--- src/rtl/fft_frame_ctrl.sv ---
// Frame sequencer that feeds 512-point frames into the bit-reversal/FFT input stage.
// It forwards 32 blocks as one burst, inserts the terminating gap, then waits for the output burst.
module fft_frame_ctrl #(
    parameter int WIDTH_IN      = 13,
    parameter int ARRAY_IN      = 16,
    parameter int MAX_POINT     = 512,
    parameter int DRAIN_TIMEOUT = 64
) (
    input  logic                                     clk,
    input  logic                                     rst,
    input  logic                                     in_valid,
    output logic                                     in_ready,
    input  logic signed [ARRAY_IN-1:0][WIDTH_IN-1:0] in_i,
    input  logic signed [ARRAY_IN-1:0][WIDTH_IN-1:0] in_q,
    output logic                                     fft_din_valid,
    output logic signed [ARRAY_IN-1:0][WIDTH_IN-1:0] fft_din_i,
    output logic signed [ARRAY_IN-1:0][WIDTH_IN-1:0] fft_din_q,
    input  logic                                     fft_do_en,
    output logic                                     busy,
    output logic                                     frame_done,
    output logic                                     err_abort,
    output logic                                     err_timeout,
    output logic [5:0]                               drain_beats,
    output logic [15:0]                              frame_cnt,
    output logic [15:0]                              drop_cnt
);
    localparam int NBLK  = MAX_POINT / ARRAY_IN;
    localparam int BLK_W = $clog2(NBLK);
    localparam int TO_W  = $clog2(DRAIN_TIMEOUT);
    localparam logic [BLK_W-1:0] BLK_LAST = BLK_W'(NBLK - 1);
    localparam logic [TO_W-1:0]  TO_LAST  = TO_W'(DRAIN_TIMEOUT - 1);

    typedef enum logic [1:0] {IDLE, LOAD, GAP, DRAIN} state_t;

    state_t           state;
    logic [BLK_W-1:0] blk_cnt;
    logic [5:0]       beat_cnt;
    logic [TO_W-1:0]  to_cnt;
    logic             do_prev;
    logic             accept;

    function automatic logic [15:0] sat_inc(input logic [15:0] v);
        return (v == 16'hFFFF) ? v : v + 16'd1;
    endfunction

    // in_ready is held low during reset even though the state already reads IDLE.
    assign in_ready = !rst && ((state == IDLE) || (state == LOAD));
    assign accept   = in_valid && in_ready;
    assign busy     = (state != IDLE);

    always_ff @(posedge clk or posedge rst) begin
        if (rst) begin
            fft_din_valid <= 1'b0;
            fft_din_i     <= '0;
            fft_din_q     <= '0;
        end else begin
            fft_din_valid <= accept;
            if (accept) begin
                fft_din_i <= in_i;
                fft_din_q <= in_q;
            end
        end
    end

    always_ff @(posedge clk or posedge rst) begin
        if (rst) begin
            state       <= IDLE;
            blk_cnt     <= '0;
            beat_cnt    <= '0;
            to_cnt      <= '0;
            do_prev     <= 1'b0;
            frame_done  <= 1'b0;
            err_abort   <= 1'b0;
            err_timeout <= 1'b0;
            drain_beats <= '0;
            frame_cnt   <= '0;
            drop_cnt    <= '0;
        end else begin
            frame_done  <= 1'b0;
            err_abort   <= 1'b0;
            err_timeout <= 1'b0;
            case (state)
                IDLE: begin
                    if (accept) begin
                        blk_cnt <= BLK_W'(1);
                        state   <= LOAD;
                    end
                end
                LOAD: begin
                    if (accept) begin
                        blk_cnt <= blk_cnt + 1'b1;
                        if (blk_cnt == BLK_LAST) state <= GAP;
                    end else begin
                        // Stall mid-load: the downstream sees valid fall early and rewinds itself.
                        err_abort <= 1'b1;
                        drop_cnt  <= sat_inc(drop_cnt);
                        blk_cnt   <= '0;
                        state     <= IDLE;
                    end
                end
                GAP: begin
                    beat_cnt <= '0;
                    to_cnt   <= '0;
                    do_prev  <= 1'b0;
                    state    <= DRAIN;
                end
                DRAIN: begin
                    do_prev <= fft_do_en;
                    if (fft_do_en) begin
                        if (beat_cnt != 6'h3F) beat_cnt <= beat_cnt + 6'd1;
                        to_cnt <= '0;
                    end else if (do_prev && (beat_cnt != 6'd0)) begin
                        drain_beats <= beat_cnt;
                        frame_done  <= 1'b1;
                        frame_cnt   <= sat_inc(frame_cnt);
                        state       <= IDLE;
                    end else if (beat_cnt == 6'd0) begin
                        if (to_cnt == TO_LAST) begin
                            err_timeout <= 1'b1;
                            drop_cnt    <= sat_inc(drop_cnt);
                            state       <= IDLE;
                        end else begin
                            to_cnt <= to_cnt + 1'b1;
                        end
                    end
                end
                default: state <= IDLE;
            endcase
        end
    end
endmodule

--- config.mk ---
export PLATFORM = sky130hd
export DESIGN_NAME = fft_frame_ctrl
export DESIGN_NICKNAME = d
export VERILOG_FILES = /design/src/rtl/fft_frame_ctrl.sv
export SDC_FILE = /design/constraint.sdc
export NUM_CORES = 1
export LEC_CHECK = 0
export CAP_MARGIN = 15
export CELL_PAD_IN_SITES_DETAIL_PLACEMENT = 0
export CELL_PAD_IN_SITES_GLOBAL_PLACEMENT = 1
export CORE_AREA = 2 2 347 349
export CTS_BUF_LIST = sky130_fd_sc_hd__clkbuf_4 sky130_fd_sc_hd__clkbuf_8
export DETAILED_ROUTE_END_ITERATION = 7
export DIE_AREA = 0 0 349 351
export PLACE_DENSITY_LB_ADDON = 0.1
export SETUP_SLACK_MARGIN = 0.02
export SLEW_MARGIN = 20
export SYNTH_ARGS = -nofsm -noshare
export SYNTH_HDL_FRONTEND = slang
export SYNTH_SLANG_ARGS = --single-unit
--- constraint.sdc ---
create_clock -name clk -period 18.46 [get_ports clk]
set_input_delay 3.692 -clock clk [delete_from_list [all_inputs] [get_ports clk]]
set_output_delay 3.692 -clock clk [all_outputs]
set_load 0.05 [all_outputs]
# After elaboration in Yosys (flattened, before gate mapping)

Index checks and enable logic that the tools add are counted.

Bits in registers: 478
Latch bits: 0
Memory bits (writable): 0
ROM bits: 0
Output and inout port bits: 460
Logic and storage cells: 129
Memories: 0

Add/sub/neg operators: 5
$mul: 0
Divide/modulo/power cells: 0
Magnitude comparators: 0
Eq/ne operators: 22
Shifts and indexed selects: 0
Multiplexer cells: 37
Bitwise operators: 2
Reductions and logical operators: 19

Operators with widths:

| kind                                                             | number |
|---|---|
| 16-bit two-way mux                                               | 6 |
| 6-bit two-way mux                                                | 6 |
| 16-bit by 1-bit adder with 16-bit output (second input constant) | 2 |
| 16-bit equality test (second input constant)                     | 2 |
| 16-bit case mux with 2 select lines                              | 1 |
| 6-bit case mux with 2 select lines                               | 2 |
| 2-bit inequality test (second input constant)                    | 8 |
| 3-bit inequality test (second input constant)                    | 5 |
| 2-bit two-way mux                                                | 7 |
| 6-bit by 1-bit adder with 6-bit output (second input constant)   | 2 |
| 1-bit two-way mux                                                | 10 |
| 5-bit two-way mux                                                | 2 |
| 5-bit case mux with 2 select lines                               | 1 |
| 2-bit case mux with 4 select lines                               | 1 |
| 4-bit AND reduction                                              | 2 |
| 2-bit nonzero test                                               | 4 |
| 6-bit equality test (second input constant)                      | 1 |
| 6-bit logical NOT                                                | 1 |
| 6-bit inequality test (second input constant)                    | 1 |
| 3-bit AND reduction                                              | 2 |
| 6-bit AND reduction                                              | 1 |
| 6-bit nonzero test                                               | 1 |
| 5-bit by 1-bit adder with 5-bit output (second input constant)   | 1 |
| 5-bit equality test (second input constant)                      | 1 |
| other kinds (11)                                                 | 15 |

# Depth between registers and ports, before layout

Word-level depth: 7
Mapped depth: 8

# Worst setup path before layout

OpenSTA, ideal clock, no wires.

Path type: in2out
Start: input rst
End: output in_ready
Arrival: 4337 ps
Setup slack: 10431 ps
Stages on the path: 1
Buffers on the path: 0
Cell sequence: nor2_1

Longest elaborated chain between the ends: 2

Ends and longest elaborated chain:

| what                               | RTL line | source |
|---|---|---|
| start: declaration                 | 10       | `input logic rst,` |
| 1-bit logical NOT (no source line) | --       |  |
| 1-bit logical AND                  | 47       | `assign in_ready = !rst && ((state == IDLE) \|\| (state == LOAD));` |
| end: declaration                   | 12       | `output logic in_ready,` |

No other way between the ends.

# Final worst setup path

Ends and elaborated chain as after synthesis.

==> impl_metrics.ini <==
[pwr]
vdd_ir_drop_max_mv = 0.0726
p_leak_nw = 14.6
combPwrFrac = 0.522
p_clk_frac = 0.194
swShare = 0.486
p_per_area_nw_per_um2 = 198
pwr-share-seq = 0.284
p_int_mw = 3.15
p_sw_mw = 2.98

[finish]
fill_cells = 12823
finalInstanceArea_um2 = 31100
finalNetCount = 3367
drive_gt1_frac = 0.0670
synthToLayoutAreaGrowth_pct = 68.0

[clock_tree]
cts_hold_buf = 0
cts_tree = built
cts_root_buf = clkbuf_8
clkSinkCount = 478
postCtsSetupRepairBufs = 0
cts.clk_slew.worst_paths_ns = 0.05
cts.htree.levels = 3
numCtsBuffers = 99
cts_buffer_depth = 3
clock_latency_ns = 0.73
post_cts_resized = 0

[place]
io_buffers = 879
gp_congestion = 0.756
placed_cell_area_um2 = 28900
hpwl_mm = 58.7

[timing]
fin_crit_sh = 0.489
finalWorstPathRequiredPeriod_ns = 9.02
rsz0062_at_grt = false
worst_slew_pin_slew_ns = 1.06
setup_violations = 0
finClkSkew_ns = 0.0440
hold_viol = 0
fin_tns_setup_ns = 0
max_clock_freq_mhz = 111
slew_headroom = 0.292
drv_slew = 0

[worst_hold_path]
hold_path_startpoint = fft_din_i[84]$_DFFE_PP0N_
min_to = fft_din_i[84]$_DFFE_PP0N_
min_path_cells = 2
hold_class = reg2reg

[yosys]
synth_nets = 2473
synth_seq_cells = 478
synth_edf_count = 0
syn_inst = 2046
async_flop_share = 1.00
synth_warnings = 0
synth_ff_type = dfrtp_1
synth_cell_types = 44
syn_area_um2 = 18500
syn_area_per_cell_um2 = 9.03
ys_seq_area_frac = 0.647

[drt]
vias = 16838
postRouteAntennaNets = 0
vias_per_cell = 3.68
drc = 0
drt-initial-drc-count = 780
wl_per_cell_um = 18.0
drt_first_pass_iters = 5
wl_mm = 82.2

[setup_path]
crit_arrival_ns = 5.33
critPathMaxStageDelay_ns = 0.85
rrSetupSlack_ns = 14.77
path_cells = clkdlybuf4s50_1 -> nor2_1 -> clkdlybuf4s50_1
r2r-end = fft_din_q[132]$_DFFE_PP0N_
critPathKind = in2out
r2r_cells = 6
worstSetupStartpointType = primary input
cp_slowest_cell = clkdlybuf4s50_1
cpMostUsedCell = clkdlybuf4s50_1
setup.worst_path.end_class = primary output
critPathRequiredTime_ns = 14.77
path_max_fanout = 4

[die]
io-pin-count = 880
start_util = 0.155
num_rows = 127
die-width_um = 349
core_area_um2 = 119000
dieArea_um2 = 122000
die_h_um = 351

[status]
status = completed

[grt]
grt_overflow = 0
antenna_found_initial = 26
grt_pass1_vias = 17613
grt_max_degree = 155
grt_usage = 0.130
grt_first_pass_wirelength_mm = 119

[flow_run]
max-cap-violations = 0
Yosys cell counts (2+ instances only):
master	n	area [um^2]
a21oi_1	8	40.0
a31oi_1	2	12.5
a32o_1	3	30.0
and2_1	3	18.8
and3_1	12	75.1
and4_1	2	17.5
and4b_1	2	20.0
buf_2	49	245
clkbuf_1	51	191
dfrtp_1	478	12000
ha_1	7	87.6
inv_1	13	48.8
mux2_2	6	67.6
nand2_1	1275	4790
nand2b_1	3	18.8
nand3_1	22	110
nand3b_1	3	22.5
nand4_1	12	75.1
nand4b_1	2	17.5
nor2_1	18	67.6
nor2b_1	2	12.5
nor3_1	3	15.0
o211ai_1	2	15.0
o21ai_0	12	60.1
or2_2	2	12.5
or3_1	4	25.0
xnor2_1	27	236
xor2_1	7	61.3
per-layer routing:
metal | global-route usage | vias to the layer above | routed length, um
met5 | 0 | - | 228
met4 | 0.0547 | 36 | 2900
met3 | 0.0629 | 166 | 8890
met2 | 0.231 | 609 | 41900
met1 | 0.129 | 7930 | 28200
li1 | - | 8097 | -
registers in the layout, indices dropped and copies added (netlist names), named ones only:
| name | cells |
|---|---|
| drop_cnt | 16 |
| to_cnt | 6 |
| fft_din_valid | 1 |
| drain_beats | 6 |
| do_prev | 1 |
| frame_cnt | 16 |
| beat_cnt | 6 |
| fft_din_q | 208 |
| err_timeout | 1 |
| blk_cnt | 5 |
| state | 1 |
| frame_done | 1 |
| fft_din_i | 208 |
| err_abort | 1 |
through the flow:
stage / cells / worst slack, ns / util / total power, mW / hold WS [ns]
2_1_floorplan: 2046 / 1.43 / - / 3.70 / 0.445
3_3_place_gp: 4387 / 9.41 / 0.243 / 4.99 / 0.457
3_5_place_dp: 4387 / 9.41 / 0.243 / 5.00 / 0.461
4_1_cts: 4563 / 9.41 / 0.261 / 6.26 / 0.475
5_1_grt: 4566 / 9.40 / 0.261 / 6.48 / 0.488
6_report: 4570 / 9.44 / 0.261 / 6.14 / 0.471
logic make-up (layout without fill, tap and decap cells):
logic type,Yosys count,count (layout),synth area share
AO/OA/AOI/OAI,34,34,0.0115
XOR/XNOR,34,34,0.0161
adder cells (fa/ha/maj),7,7,0.00474
buffers and inverters,114,1083,0.0265
flip-flops,478,478,0.647
multiplexers,7,7,0.00420
other,0,7,0
AND/OR/NAND/NOR,1372,1372,0.290
critical path: cells and delay by family:
family,cells,cell delay (ns)
buf+inv,2,1.39
simple gates,1,0.24
worst max path at each step:
| stage | from | to | slack, ns | cells past startpoint |
|---|---|---|---|---|
| 2_1_floorplan | rst | async pin | 1.43 | 1 |
| 3_3_place_gp | rst | in_ready | 9.41 | 3 |
| 3_5_place_dp | rst | in_ready | 9.41 | 3 |
| 4_1_cts | rst | in_ready | 9.41 | 3 |
| 5_1_grt | rst | in_ready | 9.40 | 3 |
| 6_report | rst | in_ready | 9.44 | 3 |
final cells by class:
cell class,count,area (um^2),share of cell area
Sequential cell,478,12000,0.385
Antenna cell,7,17.5,0.000564
Clock buffer,163,2020,0.0650
Clock inverter,13,85.1,0.00274
Timing Repair Buffer,893,8930,0.288
Tap cell,1548,1940,0.0624
Inverter,14,67.6,0.00218
Multi-Input combinational cell,1454,6040,0.194
power by group through the flow:
stage	logic (mW)	registers [mW]	clock network [mW]
5_1_grt	3.37	1.80	1.31
3_3_place_gp	3.25	1.74	0
2_1_floorplan	0.453	3.25	0
6_report	3.20	1.74	1.19
3_5_place_dp	3.25	1.75	0
4_1_cts	3.26	1.75	1.26
cell usage in the layout (no fill, tap or decap), types with 2 or more instances in the layout:
cell type and instances:
nand2_1 1275, clkdlybuf4s50_1 879, dfrtp_1 478, clkbuf_8 127, clkbuf_4 36, xnor2_1 27
nand3_1 22, nor2_1 18, inv_1 12, o21ai_0 12, and3_1 12, nand4_1 12
buf_4 11, clkinv_2 9, a21oi_1 8, diode_2 7, xor2_1 7, ha_1 7
mux2_2 6, inv_8 4, or3_1 4, nand3b_1 3, nand2b_1 3, and2_1 3
nor3_1 3, a32o_1 3, or2_2 2, nor2b_1 2, o211ai_1 2, nand4b_1 2
and4_1 2, and4b_1 2, a31oi_1 2, inv_6 2, buf_12 2
No activity file was read; power rests on OpenSTA's default activity.
